[src/rtl/mem_io_bridge.sv]
// mem_io_bridge: responder for execute-stage loads/stores.
// Each access goes either to the synchronous data RAM or to the memory-mapped
// IO window. The CPU is held with stall until read data or write completion is
// ready, and a one-cycle done pulse then returns the result.
// Optional build macro: MISALIGN_CHECK_EN. When it is defined, an access with a
// non-zero byte offset is rejected with err/done one cycle after accept and
// no RAM or IO access is issued.
module mem_io_bridge #(
    parameter int          RAM_AW  = 14,
    parameter logic [31:0] IO_BASE = 32'hFFFF_FC00,
    parameter int          TIMEOUT = 15
) (
    input  logic              clock,
    input  logic              reset,
    input  logic              req_valid,
    input  logic              mem_read,
    input  logic              mem_write,
    input  logic [31:0]       addr_in,
    input  logic [31:0]       wdata,
    output logic              stall,
    output logic              done,
    output logic [31:0]       rdata,
    output logic              err,
    output logic              ram_en,
    output logic              ram_we,
    output logic [RAM_AW-1:0] ram_addr,
    output logic [31:0]       ram_wdata,
    input  logic [31:0]       ram_rdata,
    output logic              io_req,
    output logic              io_we,
    output logic [7:0]        io_addr,
    output logic [31:0]       io_wdata,
    input  logic [31:0]       io_rdata,
    input  logic              io_ack
);

    typedef enum logic [2:0] {
        S_IDLE,
        S_RAM_ACC,
        S_RAM_RD,
        S_IO_WAIT,
        S_RESP
    } state_t;

    // Last IO_WAIT cycle before the access is abandoned.
    localparam logic [3:0] TO_LAST = 4'(TIMEOUT - 1);

    state_t            state_q, state_d;
    logic [RAM_AW-1:0] waddr_q, waddr_d;   // word address, addr_in[RAM_AW+1:2]
    logic [31:0]       wdata_q, wdata_d;
    logic              we_q, we_d;         // registered op: 1 = store
    logic [31:0]       rdata_q, rdata_d;
    logic              err_q, err_d;
    logic [3:0]        cnt_q, cnt_d;

    logic accept;
    logic is_io;
    logic misalign;

    assign accept = (state_q == S_IDLE) && req_valid && (mem_read || mem_write);
    assign is_io  = (addr_in[31:10] == IO_BASE[31:10]);

`ifdef MISALIGN_CHECK_EN
    assign misalign = (addr_in[1:0] != 2'b00);
`else
    // Byte offset is ignored: the access uses the truncated word address.
    logic unused_addr_lsb;
    assign unused_addr_lsb = ^addr_in[1:0];
    assign misalign        = 1'b0;
`endif

    // State and datapath registers, cleared by synchronous reset.
    always_ff @(posedge clock) begin
        // NOTE: sequential state uses non-blocking assignments so every
        // register samples the pre-edge values of the others.
        if (reset) begin
            state_q <= S_IDLE;
            waddr_q <= '0;
            wdata_q <= '0;
            we_q    <= 1'b0;
            rdata_q <= '0;
            err_q   <= 1'b0;
            cnt_q   <= '0;
        end else begin
            state_q <= state_d;
            waddr_q <= waddr_d;
            wdata_q <= wdata_d;
            we_q    <= we_d;
            rdata_q <= rdata_d;
            err_q   <= err_d;
            cnt_q   <= cnt_d;
        end
    end

    // Next-state logic: request capture, RAM/IO sequencing and timeout.
    always_comb begin
        // NOTE: every next-state value is defaulted to hold first, so no path
        // through the case leaves a signal unassigned (no latch inferred).
        state_d = state_q;
        waddr_d = waddr_q;
        wdata_d = wdata_q;
        we_d    = we_q;
        rdata_d = rdata_q;
        err_d   = err_q;
        cnt_d   = cnt_q;

        case (state_q)
            S_IDLE: begin
                cnt_d = '0;
                if (accept) begin
                    waddr_d = addr_in[RAM_AW+1:2];
                    wdata_d = wdata;
                    we_d    = mem_write;   // read+write together is a write
                    err_d   = 1'b0;
                    if (misalign) begin
                        rdata_d = '0;
                        err_d   = 1'b1;
                        state_d = S_RESP;
                    end else if (is_io) begin
                        state_d = S_IO_WAIT;
                    end else begin
                        state_d = S_RAM_ACC;
                    end
                end
            end
            S_RAM_ACC: state_d = we_q ? S_RESP : S_RAM_RD;
            S_RAM_RD: begin
                rdata_d = ram_rdata;
                state_d = S_RESP;
            end
            S_IO_WAIT: begin
                cnt_d = cnt_q + 4'd1;
                if (io_ack) begin
                    // An ack in the final wait cycle still counts as success.
                    rdata_d = we_q ? 32'd0 : io_rdata;
                    state_d = S_RESP;
                end else if (cnt_q == TO_LAST) begin
                    rdata_d = '0;
                    err_d   = 1'b1;
                    state_d = S_RESP;
                end
            end
            S_RESP: begin
                cnt_d   = '0;
                err_d   = 1'b0;
                state_d = S_IDLE;
            end
            default: state_d = S_IDLE;
        endcase
    end

    assign stall     = accept || ((state_q != S_IDLE) && (state_q != S_RESP));
    assign done      = (state_q == S_RESP);
    assign err       = err_q;
    assign rdata     = rdata_q;
    assign ram_en    = (state_q == S_RAM_ACC);
    assign ram_we    = ram_en && we_q;
    assign ram_addr  = waddr_q;
    assign ram_wdata = wdata_q;
    assign io_req    = (state_q == S_IO_WAIT);
    assign io_we     = io_req && we_q;
    assign io_addr   = waddr_q[7:0];
    assign io_wdata  = wdata_q;

endmodule

[config.mk]
export PLATFORM = sky130hd
export DESIGN_NAME = mem_io_bridge
export DESIGN_NICKNAME = d
export VERILOG_FILES = /design/src/rtl/mem_io_bridge.sv
export SDC_FILE = /design/constraint.sdc
export NUM_CORES = 1
export LEC_CHECK = 0
export CORE_UTILIZATION = 36
export DETAILED_ROUTE_END_ITERATION = 10
export GPL_TIMING_DRIVEN = 1
export PLACE_DENSITY_LB_ADDON = 0.08
export SLEW_MARGIN = 20
export SYNTH_ARGS = -nofsm -noshare
export SYNTH_HDL_FRONTEND = slang
export SYNTH_SLANG_ARGS = --single-unit
export TNS_END_PERCENT = 20
[constraint.sdc]
create_clock -name clock -period 1.9 [get_ports clock]
set_clock_uncertainty 0.2 [all_clocks]
set_input_delay 0.285 -clock clock [delete_from_list [all_inputs] [get_ports clock]]
set_output_delay 0.285 -clock clock [all_outputs]
set_load 0.01 [all_outputs]
==> out/qor.csv, run 1 <==
metric;value;unit
status;finished clean;
rows;37;
final_area;0.00673;mm²
cp-start-kind;register;
max_freq;0.532;GHz
cts_buffers;9;
maxCapViolCount;0;
ys_ff_latch;87;
area_delta_synth_final;73.9;%
grt_pass1_wl;19200;µm
cts_buffer_depth;2;
die_h;106;µm
ios;259;
die_area;0.0112;mm²
r2r_end;rdata[30];
power_density;666;mW/mm²
cp_data_required_time;1.41;ns
synthesis.nets;628;
synth_mux_area_share;0.259;%
yosys.area_share.adder;0.647;%
cts_num_sinks;87;
fin_crit;1.88;ns
grt_usage;21.4;%
r2r-start;state_q[2];
clock_latency;0.35;ns
min_period_over_period;99.0;%
rsz0062_at_grt;true;
irDropWorstVdd;0.000421;V
hpwl;9260;µm
hp-class;in2reg;
drc_errors;0;
ant_nets;0;
diodes;0;
path_class;reg2out;
arrival;1.40;ns
grt_max_degree;49;
wl_per_cell;14.6;µm
setup_viol;0;
synthArstFlopShare;0;%
h-tree-depth;3;
r2r_setup_slack;0.09;ns
dpl-instance-area;0.00639;mm²
synth_edf_count;0;
grt_pass1_vias;3987;
drtIter0Drc;190;
wl;12500;µm
start_util;37.3;%
syn_area;0.00387;mm²
ys_warn_count;0;
area.sequential;0.00175;mm²
grt-ovfl-total;0;
dieWidth;106;µm
yosysSeqAreaShare;45.0;%
antenna_found_initial;0;
whs_path_depth;3;
vias;4281;
synth_top_family_by_area;simple AND/OR/NAND/NOR gates;
fin_ws;0.0186;ns
dp_slack;-0.502;ns
whs_endpoint;we_q;
slew_headroom;67.2;%
cts_root_buf;clkbuf_8;
tightest_slew;0.493;ns
clk_pin_slew;0.09;ns
path_max_fanout;3;
hp-start;mem_write;
cts_hold_buffers;0;
synth_ff_type;dfxtp_1;
endpoint_kind;output port;
yosysUniqueCellTypes;33;
p_leak;2.50;nW
tns;0;ns
fin_nets;850;
netlist_instances;492;
synth.avg_cell_area;7.87;µm²
multi_input_area;0.00168;mm²
r2r_cells;7;
drive_gt1_share;9.87;%
synthXorXnorAreaFrac;0;%
cts_tree;built;
synth-simple-area-share;24.9;%
core;0.0104;mm²
hold_viol;0;
io_buffers;256;
maxSlewViolCount;0;
synth-compound-area-share;16.2;%
drtPass1Iterations;4;
viasPerCell;5.01;
fillers;925;
gp_congestion;0.813;
synthesized netlist by cell type, types with 2 or more instances:
| master | count | area (µm²) |
|---|---|---|
| nand2_1 | 129 | 484 |
| dfxtp_1 | 87 | 1740 |
| a21oi_1 | 52 | 260 |
| buf_4 | 43 | 323 |
| nor2_1 | 39 | 146 |
| nand3_1 | 36 | 180 |
| a311oi_1 | 32 | 280 |
| clkbuf_1 | 26 | 97.6 |
| buf_2 | 7 | 35.0 |
| nand4_1 | 5 | 31.3 |
| and2_1 | 3 | 18.8 |
| buf_6 | 3 | 33.8 |
| inv_1 | 3 | 11.3 |
| or3_1 | 3 | 18.8 |
| a32oi_1 | 2 | 17.5 |
| ha_1 | 2 | 25.0 |
| nand2b_1 | 2 | 12.5 |
| nor2b_1 | 2 | 12.5 |
| nor4_1 | 2 | 12.5 |
cell families (layout without fill, tap and decap cells):
group | Yosys count | count (layout)
simple gates | 225 | 225
compound gates | 94 | 94
flops | 87 | 87
buf+inv | 83 | 310
fa+ha+maj | 2 | 2
mux | 1 | 1
where the power goes:
group | switching, mW | leakage, nW | total (mW) | internal [mW]
logic | 0.412 | 1.68 | 1.05 | 0.636
registers | 0.0686 | 0.711 | 1.99 | 1.92
clock network | 0.688 | 0.107 | 1.44 | 0.751
total | 1.17 | 2.50 | 4.48 | 3.31
critical path, cell delays in order, from the launching register on:
cell and delay, ns:
dfxtp_2 0.36, or4_4 0.52, nand2_2 0.08, buf_6 0.09
state kept, by name, indices dropped and copies added, names as in the netlist:
name      count
err           1
io_wdata     32
state_q       3
cnt_q         4
rdata        32
we_q          1
ram_addr     14
final cells by class:
class,count,area share [%]
Clock inverter,6,1.39
Multi-Input combinational cell,322,24.9
Clock buffer,10,1.90
Timing Repair Buffer,290,43.1
Sequential cell,87,25.9
Inverter,4,0.223
Tap cell,136,2.53
routing by layer:
layer / GRT usage [%] / routed length (µm) / vias to the layer above
met2: 38.2 / 6390 / 175
li1: - / - / 2080
met4: 8.13 / 275 / 0
met5: 0 / 0 / -
met3: 5.44 / 930 / 22
met1: 24.3 / 4920 / 2004
worst max path at each step:
stage,startpoint,to,slack [ns],cells past startpoint
final,state_q[0],stall,0.02,3
after floorplan,state_q[0],stall,0.11,5
after global routing,state_q[0],done,-0.03,4
after global placement,mem_write,stall,-0.47,5
after detailed placement,mem_write,stall,-0.50,5
after CTS,mem_write,stall,-0.20,5
through the flow:
step           total power [mW]  util, %  cells  hold WS (ns)
2_1_floorplan              2.45        -    492         0.221
3_3_place_gp               3.05     61.6    835         0.244
3_5_place_dp               3.06     61.6    835         0.248
4_1_cts                    4.50     63.9    851        0.0976
5_1_grt                    4.68     64.9    855        0.0687
6_report                   4.48     64.9    855        0.0677
placed cells by master (no fill, tap or decap), types with 3 or more instances in the layout:
cell type        Yosys  layout
clkdlybuf4s50_1      0     246
nand2_1            129     128
dfxtp_1             87      84
a21oi_1             52      52
nand3_1             36      36
nor2_1              39      36
a311oi_1            32      30
buf_4               43      25
clkbuf_8             0       9
nand4_1              5       5
buf_6                3       4
buf_12               0       4
nor2_2               0       3
and2_1               3       3
inv_1                3       3
or3_1                3       3
dfxtp_2              0       3
dlymetal6s2s_1       0       3
repair_timing:
item                       in CTS  in global routing
setup endpoints to repair       8                 34
gates cloned                    0                  2
hold endpoints to repair        0                  0
gates resized for setup        16                 20
buffers inserted                0                  2
pin swaps                       0                  6
No activity file was read; power rests on OpenSTA's default activity.
==> inputs of run 2 (changes only) <==
--- a/config.mk
+++ b/config.mk
@@ -6,6 +6,7 @@
 export NUM_CORES = 1
 export LEC_CHECK = 0
 export CORE_UTILIZATION = 36
+export CTS_CLUSTER_SIZE = 20
 export DETAILED_ROUTE_END_ITERATION = 10
 export GPL_TIMING_DRIVEN = 1
 export PLACE_DENSITY_LB_ADDON = 0.08
==> results of run 2 <==
Final layout, timing and power as in run 1 (identical DEF).
==> inputs of run 3 (changes only) <==
--- a/config.mk
+++ b/config.mk
@@ -5,9 +5,11 @@
 export SDC_FILE = /design/constraint.sdc
 export NUM_CORES = 1
 export LEC_CHECK = 0
-export CORE_UTILIZATION = 36
+export CORE_AREA = 2 2 100 102
 export CTS_CLUSTER_SIZE = 20
 export DETAILED_ROUTE_END_ITERATION = 10
+export DIE_AREA = 0 0 102 104
+export DONT_BUFFER_PORTS = 1
 export GPL_TIMING_DRIVEN = 1
 export PLACE_DENSITY_LB_ADDON = 0.08
 export SLEW_MARGIN = 20
==> constraint.sdc (replaced) <==
create_clock -name clock -period 1.65 [get_ports clock]
set_clock_uncertainty 0.2 [all_clocks]
set_input_delay 0.2475 -clock clock [delete_from_list [all_inputs] [get_ports clock]]
set_output_delay 0.2475 -clock clock [all_outputs]
set_load 0.01 [all_outputs]
==> out/qor.csv, run 3 (synthesized netlist as in run 1, its figures left out) <==
metric;value;unit;change
status;finished with violations;;
violations;hold timing, setup timing;;
hpwl;7000;µm;-24%
p_leak;1.64;nW;-34%
clock_latency;0.34;ns;about the same
seq_power_share;55.8;%;+11 points
cts_buffers;9;;unchanged
cts_root_buf;clkbuf_8;;
drc_errors;0;;unchanged
post-route-util;46.2;%;-19 points
hold_viol;87;;+87
rsz0062_at_grt;true;;
h-tree-depth;3;;unchanged
tightest_slew;0.380;ns;-0.113 ns
rows;36;;-2.7%
hp-class;in2reg;;
cp-start-kind;register;;
area_delta_synth_final;14.1;%;
maxCapViolCount;0;;unchanged
cp_data_required_time;1.20;ns;-0.21 ns
io_buffers;0;;-100%
fin_crit;1.90;ns;
use_met1;21.9;%;-2.4 points
slew_headroom;74.7;%;+7.5 points
dieWidth;102;µm;-3.5%
diodes;0;;unchanged
drtIter0Drc;128;;-33%
endpoint_kind;output port;;
tns;-3.38;ns;-3.38 ns
cts_buffer_depth;2;;unchanged
p_int;3.17;mW;-4.3%
grt_usage;19.0;%;-2.4 points
p_clk_share;33.0;%;+0.9 points
core;0.00955;mm²;-7.9%
grt_max_degree;88;;+80%
cts_tree;built;;
layout_common_cells;128 x nand2_1, 82 x dfxtp_1, 52 x a21oi_1, 35 x nand3_1, 34 x buf_4;;
fin_total_pwr;4.30;mW;-3.9%
drtPass1Iterations;4;;unchanged
clk_pin_slew;0.08;ns;about the same
die_area;0.0106;mm²;-5.0%
wl_per_cell;17.1;µm;+17%
drive_gt1_share;19.7;%;+9.8 points
whs;-0.230;ns;-0.297 ns
max_freq;0.526;GHz;
min_period_over_period;115;%;
p_sw_share;26.4;%;+0.30 points
use_met2;31.9;%;-6.4 points
vias;3291;;-23%
setup_viol;79;;+79
viasPerCell;5.40;;+7.8%
power_density;975;mW/mm²;+46%
use_met3;5.51;%;+0.069 points
top_usage_layer;met2;;
gp_congestion;0.774;;-4.8%
fin_ws;-0.250;ns;-0.268 ns
path_max_fanout;4;;+1
irDropWorstVdd;0.000436;V;+3.5%
p_sw;1.14;mW;-2.9%
arrival;1.45;ns;+0.05 ns
maxSlewViolCount;0;;unchanged
wl;10500;µm;-16%
die_h;104;µm;-1.6%
ios;259;;unchanged
start_util;40.5;%;+3.2 points
fin_nets;610;;-28%
grt_pass1_vias;3095;;-22%
antenna_found_initial;0;;unchanged
grt-ovfl-total;0;;unchanged
path_class;reg2out;;
final_common_cell;nand2_1;;
cts_num_sinks;87;;unchanged
grt_pass1_wl;15900;µm;-17%
ant_nets;0;;unchanged
p_comb_share;11.2;%;-12 points
[run 3: cell types whose count changed in the layout (fill, tap and decap cells not counted), sizes merged, moves of 2 or more]
cell / previous run / this run
buf: 35 / 50
clkdlybuf4s50: 246 / 0
clkinv: 2 / 0
dlymetal6s2s: 3 / 0
[run 3: final cells by class]
| type | instances | area [µm²] |
|---|---|---|
| multi-input cells | 322 | 1740 |
| clock buffers | 13 | 149 |
| well taps | 133 | 166 |
| repair buffers | 50 | 557 |
| flip-flops and latches | 87 | 1750 |
| fillers | 989 | 5130 |
| clock inverters | 1 | 30.0 |
| inverters | 4 | 17.5 |
[run 3: worst max-delay path, stage by stage (launching register included)]
cell and delay (ns):
dfxtp_4 0.36, or4_4 0.55, buf_8 0.14, nand2_4 0.07
[run 3: timing repair]
item	in CTS	in global routing
buffers inserted	8	2
pin swaps	33	5
gates resized for setup	38	9
gates cloned	4	0
endpoints found under the setup margin	80	90
hold endpoints to repair	87	87
[run 3: through the flow]
stage / cell area, µm² / std cells / setup slack, ns / hold slack (ns)
after floorplan: 3900 / 492 / -0.0234 / 0.183
after global routing: 4420 / 610 / -0.295 / -0.262
final: 4420 / 610 / -0.250 / -0.230
after detailed placement: 3900 / 582 / -0.0741 / 0.129
after CTS: 4380 / 608 / -0.273 / -0.260
after global placement: 3900 / 582 / -0.0484 / 0.127
[run 3: worst paths after layout]
path | from | end | slack, ns | depth (start not counted)
max reg2reg | state_q[2] | rdata[18] | -0.13 | 8
min reg2reg | ram_addr[12] | ram_addr[12] | 0.30 | 2
max | state_q[2] | stall | -0.25 | 3
min | reset | cnt_q[1] | -0.23 | 1
[run 3: metal layers]
metal | wire (µm) | up-vias
met1 | 4030 | 1514
met2 | 5280 | 160
met4 | 184 | 0
li1 | - | 1604
met3 | 962 | 13
met5 | 0 | -
[run 3: power groups by stage]
stage / combinational, mW / sequential (mW) / clock, mW
6_report: 0.483 / 2.40 / 1.42
5_1_grt: 0.538 / 2.42 / 1.57
4_1_cts: 0.482 / 2.40 / 1.48
3_5_place_dp: 0.404 / 2.46 / 0
3_3_place_gp: 0.391 / 2.46 / 0
2_1_floorplan: 0.449 / 2.38 / 0
